File: config.mk
export PLATFORM = sky130hd
export DESIGN_NAME = sachen_prot_core
export DESIGN_NICKNAME = d
export VERILOG_FILES = /design/src/rtl/sachen_prot_core.sv
export SDC_FILE = /design/constraint.sdc
export NUM_CORES = 1
export LEC_CHECK = 0
export ABC_CLOCK_PERIOD_IN_PS = 3030
export BUFFER_PORTS_ARGS = -buffer_cell sky130_fd_sc_hd__buf_4
export CORE_UTILIZATION = 35
export CTS_CLUSTER_SIZE = 10
export DETAILED_ROUTE_END_ITERATION = 16
export PLACE_DENSITY = 0.62
export SYNTH_ARGS = -nofsm -noshare
export SYNTH_HDL_FRONTEND = slang
export SYNTH_SLANG_ARGS = --single-unit
File: constraint.sdc
create_clock -name clk -period 3.03 [get_ports clk]
set_input_delay 0.606 -clock clk [delete_from_list [all_inputs] [get_ports clk]]
set_output_delay 0.606 -clock clk [all_outputs]
set_load 0.02 [all_outputs]
File: src/rtl/sachen_prot_core.sv
// Shared register/protection core for Sachen mappers: 8259-style index/data file
// (mode 0) and JV001-style accumulator with inc/invert/output latch (mode 1).
module sachen_prot_core #(
    parameter int              NUM_REGS = 8,
    parameter int              REG_W    = 3,
    parameter int              ACC_W    = 6,
    parameter int              INC_W    = 4,
    parameter logic [ACC_W-1:0] INV_MASK = 6'h30,
    parameter logic [7:0]      RD_FILL  = 8'h38,
    localparam int             IDX_W    = $clog2(NUM_REGS)
) (
    input  logic                      clk,
    input  logic                      reset_n,
    input  logic                      ce,
    input  logic                      enable,
    input  logic                      mode,
    input  logic [15:0]               prg_ain,
    input  logic                      prg_write,
    input  logic [7:0]                prg_din,
    input  logic [7:0]                open_bus,
    output logic                      rd_hit,
    output logic [7:0]                rd_data,
    output logic [NUM_REGS*REG_W-1:0] regs_flat,
    output logic [IDX_W-1:0]          idx,
    output logic [ACC_W-1:0]          acc_out,
    output logic                      mirror
);

    logic [REG_W-1:0] regs_q [NUM_REGS];
    logic [REG_W-1:0] regs_d [NUM_REGS];
    logic [IDX_W-1:0] idx_q, idx_d;
    logic [ACC_W-1:0] acc_q, acc_d;
    logic [ACC_W-1:0] in_q, in_d;
    logic [ACC_W-1:0] out_q, out_d;
    logic             inc_q, inc_d;
    logic             inv_q, inv_d;
    logic             mirror_q, mirror_d;

    logic             win0, win1, wr_en;
    logic [ACC_W-1:0] acc_view;
    logic [7:0]       rd_m0, rd_m1;
    logic             unused_bits;

    assign win0  = (prg_ain[15:14] == 2'b01) & prg_ain[8];
    assign win1  = (prg_ain[15:13] == 3'b010) & prg_ain[8];
    assign wr_en = ce & enable & prg_write;

    assign acc_view    = acc_q ^ (inv_q ? INV_MASK : '0);
    assign unused_bits = ^{prg_ain[12:9], prg_ain[7:2], prg_din};

    always_comb begin
        regs_d   = regs_q;
        idx_d    = idx_q;
        acc_d    = acc_q;
        in_d     = in_q;
        out_d    = out_q;
        inc_d    = inc_q;
        inv_d    = inv_q;
        mirror_d = mirror_q;
        if (wr_en) begin
            if (!mode) begin
                if (win0) begin
                    if (!prg_ain[0]) begin
                        idx_d = prg_din[IDX_W-1:0];
                    end else begin
                        regs_d[idx_q] = prg_din[REG_W-1:0];
                    end
                end
            end else begin
                if (win1) begin
                    case (prg_ain[1:0])
                        2'd0: begin
                            if (inc_q) begin
                                // Only the low INC_W bits count; upper bits hold.
                                acc_d[INC_W-1:0] = acc_q[INC_W-1:0] + INC_W'(1);
                            end else begin
                                acc_d = in_q ^ (inv_q ? INV_MASK : '0);
                            end
                        end
                        2'd1:    inv_d = prg_din[0];
                        2'd2:    in_d  = prg_din[ACC_W-1:0];
                        default: inc_d = prg_din[0];
                    endcase
                end
                if (prg_ain[15]) begin
                    out_d    = acc_q;
                    mirror_d = inv_q;
                end
            end
        end
    end

    always_comb begin
        rd_m0              = RD_FILL;
        rd_m0[IDX_W-1:0]   = ~idx_q;
        rd_m1              = open_bus;
        rd_m1[ACC_W-1:0]   = acc_view;
        rd_hit             = enable & (mode ? win1 : win0);
        rd_data            = open_bus;
        if (rd_hit) begin
            if (mode) begin
                rd_data = rd_m1;
            end else if (prg_ain[0]) begin
                rd_data = rd_m0;
            end
        end
    end

    always_ff @(posedge clk or negedge reset_n) begin
        if (!reset_n) begin
            regs_q   <= '{default: '0};
            idx_q    <= '0;
            acc_q    <= '0;
            in_q     <= '0;
            out_q    <= '0;
            inc_q    <= 1'b0;
            inv_q    <= 1'b0;
            mirror_q <= 1'b0;
        end else begin
            regs_q   <= regs_d;
            idx_q    <= idx_d;
            acc_q    <= acc_d;
            in_q     <= in_d;
            out_q    <= out_d;
            inc_q    <= inc_d;
            inv_q    <= inv_d;
            mirror_q <= mirror_d;
        end
    end

    always_comb begin
        regs_flat = '0;
        for (int k = 0; k < NUM_REGS; k++) begin
            regs_flat[k*REG_W +: REG_W] = regs_q[k];
        end
    end

    assign idx     = idx_q;
    assign acc_out = out_q;
    assign mirror  = mirror_q;

endmodule

==> reports/qor_table.md <==
| Group | Quantity | This run |
|---|---|---|
| outcome | Result of the run | complete, no violations |
| setup path | Cell-by-cell trace of the critical path | buf_4 -> nand4b_1 -> a21oi_1 -> nor2_1 -> a21oi_1 -> buf_4 |
| die | Horizontal die dimension | 83.19 um |
| logic synthesis | Post-synthesis average cell area | 11.95 um^2 |
| timing | Crit path time final | 2.393 ns |
| routing | Antenna viol nets, final | 0 |
| pwr | Total power of the final layout | 1.213 mW |
| routing | Vias after detailed routing | 1707 |
| logic synthesis | Synth warn | 0 |
| clock network | Clk_lat worst skew | 0.30 ns |
| grt | Overall routing resource usage | 15.47% |
| timing | Transition time of the tightest slew-check pin | 0.8222 ns |
| pwr | Standby leakage power | 1.501 nW |
| clock network | Number of clock sinks seen by CTS | 48 |
| clock network | Hold-fix buffers, CTS | 0 |
| clock network | Number of H-tree levels | 2 |
| setup path | Max stage delay on crit path | 0.37 ns |
| routing | Wire per inst | 15.35 um |
| cells and area | Leading cell type in the layout, fill and taps excluded | sky130_fd_sc_hd__buf_4 |
| setup path | Slowest CP cell | sky130_fd_sc_hd__a21oi_1 |
| pwr | Power density normalized to cell area | 410.8 mW/mm^2 |
| hold path | Type of the most critical hold path | primary input to asynchronous set/reset pin |
| cells and area | Ant diodes | 0 |
| die | Overall die area | 0.006921 mm^2 |
| setup path | Worst setup path category | primary input to output pin |
| die | Row count | 29 |
| grt | Number of global-route vias before repair | 1612 |
| setup path | Cell count along the critical path | 6 |
| logic synthesis | Proportion of synthesized chip area in sequential cells | 52.06% |
| cells and area | Number of nets in the finished design | 297 |
| timing | Final-layout worst hold slack | 0.3104 ns |
| timing | Top achievable clock speed | 0.4178 GHz |
| logic synthesis | Synth Instances | 193 |
| placement | Hpwl dp | 3681 um |
| cells and area | Proportion of layout cells with a drive suffix above 1 | 48.26% |
| timing | Headroom to the max-slew limit | 44.68% |
| setup path | Worst path arrival time | 1.79 ns |
| logic synthesis | Nets in the synthesized netlist | 232 |
| timing | Hold violation count in the final report | 0 |
| timing | Smallest setup slack after layout | 0.6367 ns |
| clock network | Number of buffers created by CTS | 5 |
| logic synthesis | Unique cell type count in the Yosys netlist | 33 |
| setup path | Flop2flop setup slack | 1.15 ns |
| grt | Remaining global-route overflow | 0 |
| clock network | TritonCTS clock tree | yes |
| timing | Number of setup violations in the final report | 0 |
| cells and area | Total of fill cells in the finished design | 598 |
| logic synthesis | Most used flip-flop cell after synthesis | sky130_fd_sc_hd__dfrtp_1 |
| clock network | Total of cells resized after clock tree synthesis | 0 |
| cells and area | Highest-count cells in the layout ignoring fill and taps | sky130_fd_sc_hd__buf_4 (68), sky130_fd_sc_hd__dfrtp_1 (48), sky130_fd_sc_hd__mux2_2 (44), sky130_fd_sc_hd__nor2_1 (24), sky130_fd_sc_hd__a21oi_1 (10) |
| setup path | Buf/Inv on CP | 2 |
| placement | Weighted congestion reported at the end of routability-driven placement | 0.7425 |
| die | Chip height | 83.19 um |
| timing | Clock skew | 0.005785 ns |
| grt | Global-route wire length before repair | 8280 um |
| die | Core region area | 0.006350 mm^2 |
| timing | RSZ-0062 raised after global routing | no |
| clock network | Root Buffer | sky130_fd_sc_hd__clkbuf_8 |
| routing | Pre-Repair DR Iteration Count | 4 |
| die | Effective utilization at floorplan | 36.33% |
| pwr | Maximum resistive drop on vdd | 0.0002992 V |
| setup path | Cell type group with the largest total delay on the critical path | compound AO/OA/AOI/OAI gates |
| logic synthesis | Netlist Area Pre-Place | 0.002307 mm^2 |
| placement | Minimum setup slack after placement | 0.6295 ns |
| timing | TNS Setup | 0 ns |
| clock network | Longest Clk Path Bufs | 2 |
| routing | DRC Markers | 0 |
| setup path | Critical path required time | 2.42 ns |
| clock network | CTS clock-pin slew for the worst setup and hold paths | 0.09 ns |
| grt | Antenna violations before repair | 0 |
| setup path | Largest fanout on the critical path | 7 |
| logic synthesis | Seq cells post-synth | 48 |
| die | Top-Level Pins | 81 |
| cells and area | Area Overhead vs Synth | 28.04% |
| placement | Number of buffer cells added on primary ports | 68 |
| setup path | Critical Path Start Type | primary input |
| routing | Vias per cell | 5.080 |
| clock network | Post-CTS Setup Inserts | 0 |
| cells and area | Area taken by flip-flops and latches | 0.001201 mm^2 |
| setup path | Reg2Reg Depth | 3 |
| timing | Max-slew violation count | 0 |
| routing | First DRT Iteration DRCs | 68 |
| routing | Post-Route WL | 5157 um |
| logic synthesis | Fraction of registers with async set or reset after synthesis | 100.0% |
| grt | Pin count of the biggest net entering global routing | 49 |
| setup path | Element type at the critical path end | output pin |
| timing | Fraction of the cycle the final worst path needs | 78.99% |
| cells and area | Footprint of the multi-input gates | 0.001050 mm^2 |
| flow run | Max-cap viol count | 0 |
| logic synthesis | EDFF count, synth | 0 |
## path summary, 6_finish.rpt
path	start	to
min reg2reg	regs_flat[13]	regs_flat[13]
max reg2reg	idx[0]	regs_flat[12]
max in group asynchronous	reset_n	regs_flat[7]
min in group clk	regs_flat[13]	regs_flat[13]
max	prg_ain[15]	rd_data[5]
min	reset_n	acc_out[5]
## synthesized netlist by cell type (4+ instances only)
cell                       number  share of area, %
sky130_fd_sc_hd__dfrtp_1       48                52
sky130_fd_sc_hd__mux2_2        44                21
sky130_fd_sc_hd__nor2_1        24               3.9
sky130_fd_sc_hd__a21oi_1       10               2.2
sky130_fd_sc_hd__clkbuf_1       6              0.98
sky130_fd_sc_hd__nand3_1        6               1.3
sky130_fd_sc_hd__nor4_1         5               1.4
sky130_fd_sc_hd__a31oi_1        4               1.1
sky130_fd_sc_hd__and3_1         4               1.1
sky130_fd_sc_hd__nor3_1         4              0.87
## through the flow
stage / cells / utilization, % / area, um^2
after floorplan: 193 / - / 2307
after global placement: 328 / 45.18 / 2869
after detailed placement: 328 / 45.18 / 2869
after CTS: 336 / 46.52 / 2954
after global routing: 336 / 46.52 / 2954
final: 336 / 46.52 / 2954
## layout make-up
| type | instances | share of cell area, % |
|---|---|---|
| flip-flops and latches | 48 | 40.66 |
| repair buffers | 68 | 17.28 |
| inverters | 3 | 0.3812 |
| well taps | 77 | 3.261 |
| clock buffers | 7 | 2.584 |
| multi-input cells | 132 | 35.54 |
| clock inverters | 1 | 0.2965 |
## logic make-up (layout without fill, tap and decap cells)
logic type	after synthesis	count (layout)	synth area share, %
fa+ha+maj	1	1	0.5422
simple gates	65	65	17.52
mux	45	45	21.91
buf+inv	13	79	2.440
xor+xnor	4	4	1.519
compound gates	17	17	4.013
flops	48	48	52.06
## report_power, final
part           leakage [nW]  switching [mW]  internal [mW]
Combinational         0.801          0.0861         0.0739
Sequential            0.658          0.0200          0.656
Clock                0.0424           0.212          0.165
Total                  1.50           0.318          0.895
## metal layers
layer / GRT usage, % / routed length [um]
met4: 6.113 / 82
met2: 22.43 / 2222
met3: 5.070 / 362
met5: 0 / 0
met1: 21.37 / 2489
## flip-flops by register name (all words and copies together), names as in the netlist
register   flops
idx            3
inv_q          1
mirror         1
acc_q          6
inc_q          1
acc_out        6
regs_flat     24
in_q           6
No activity file was read; power rests on OpenSTA's default activity.
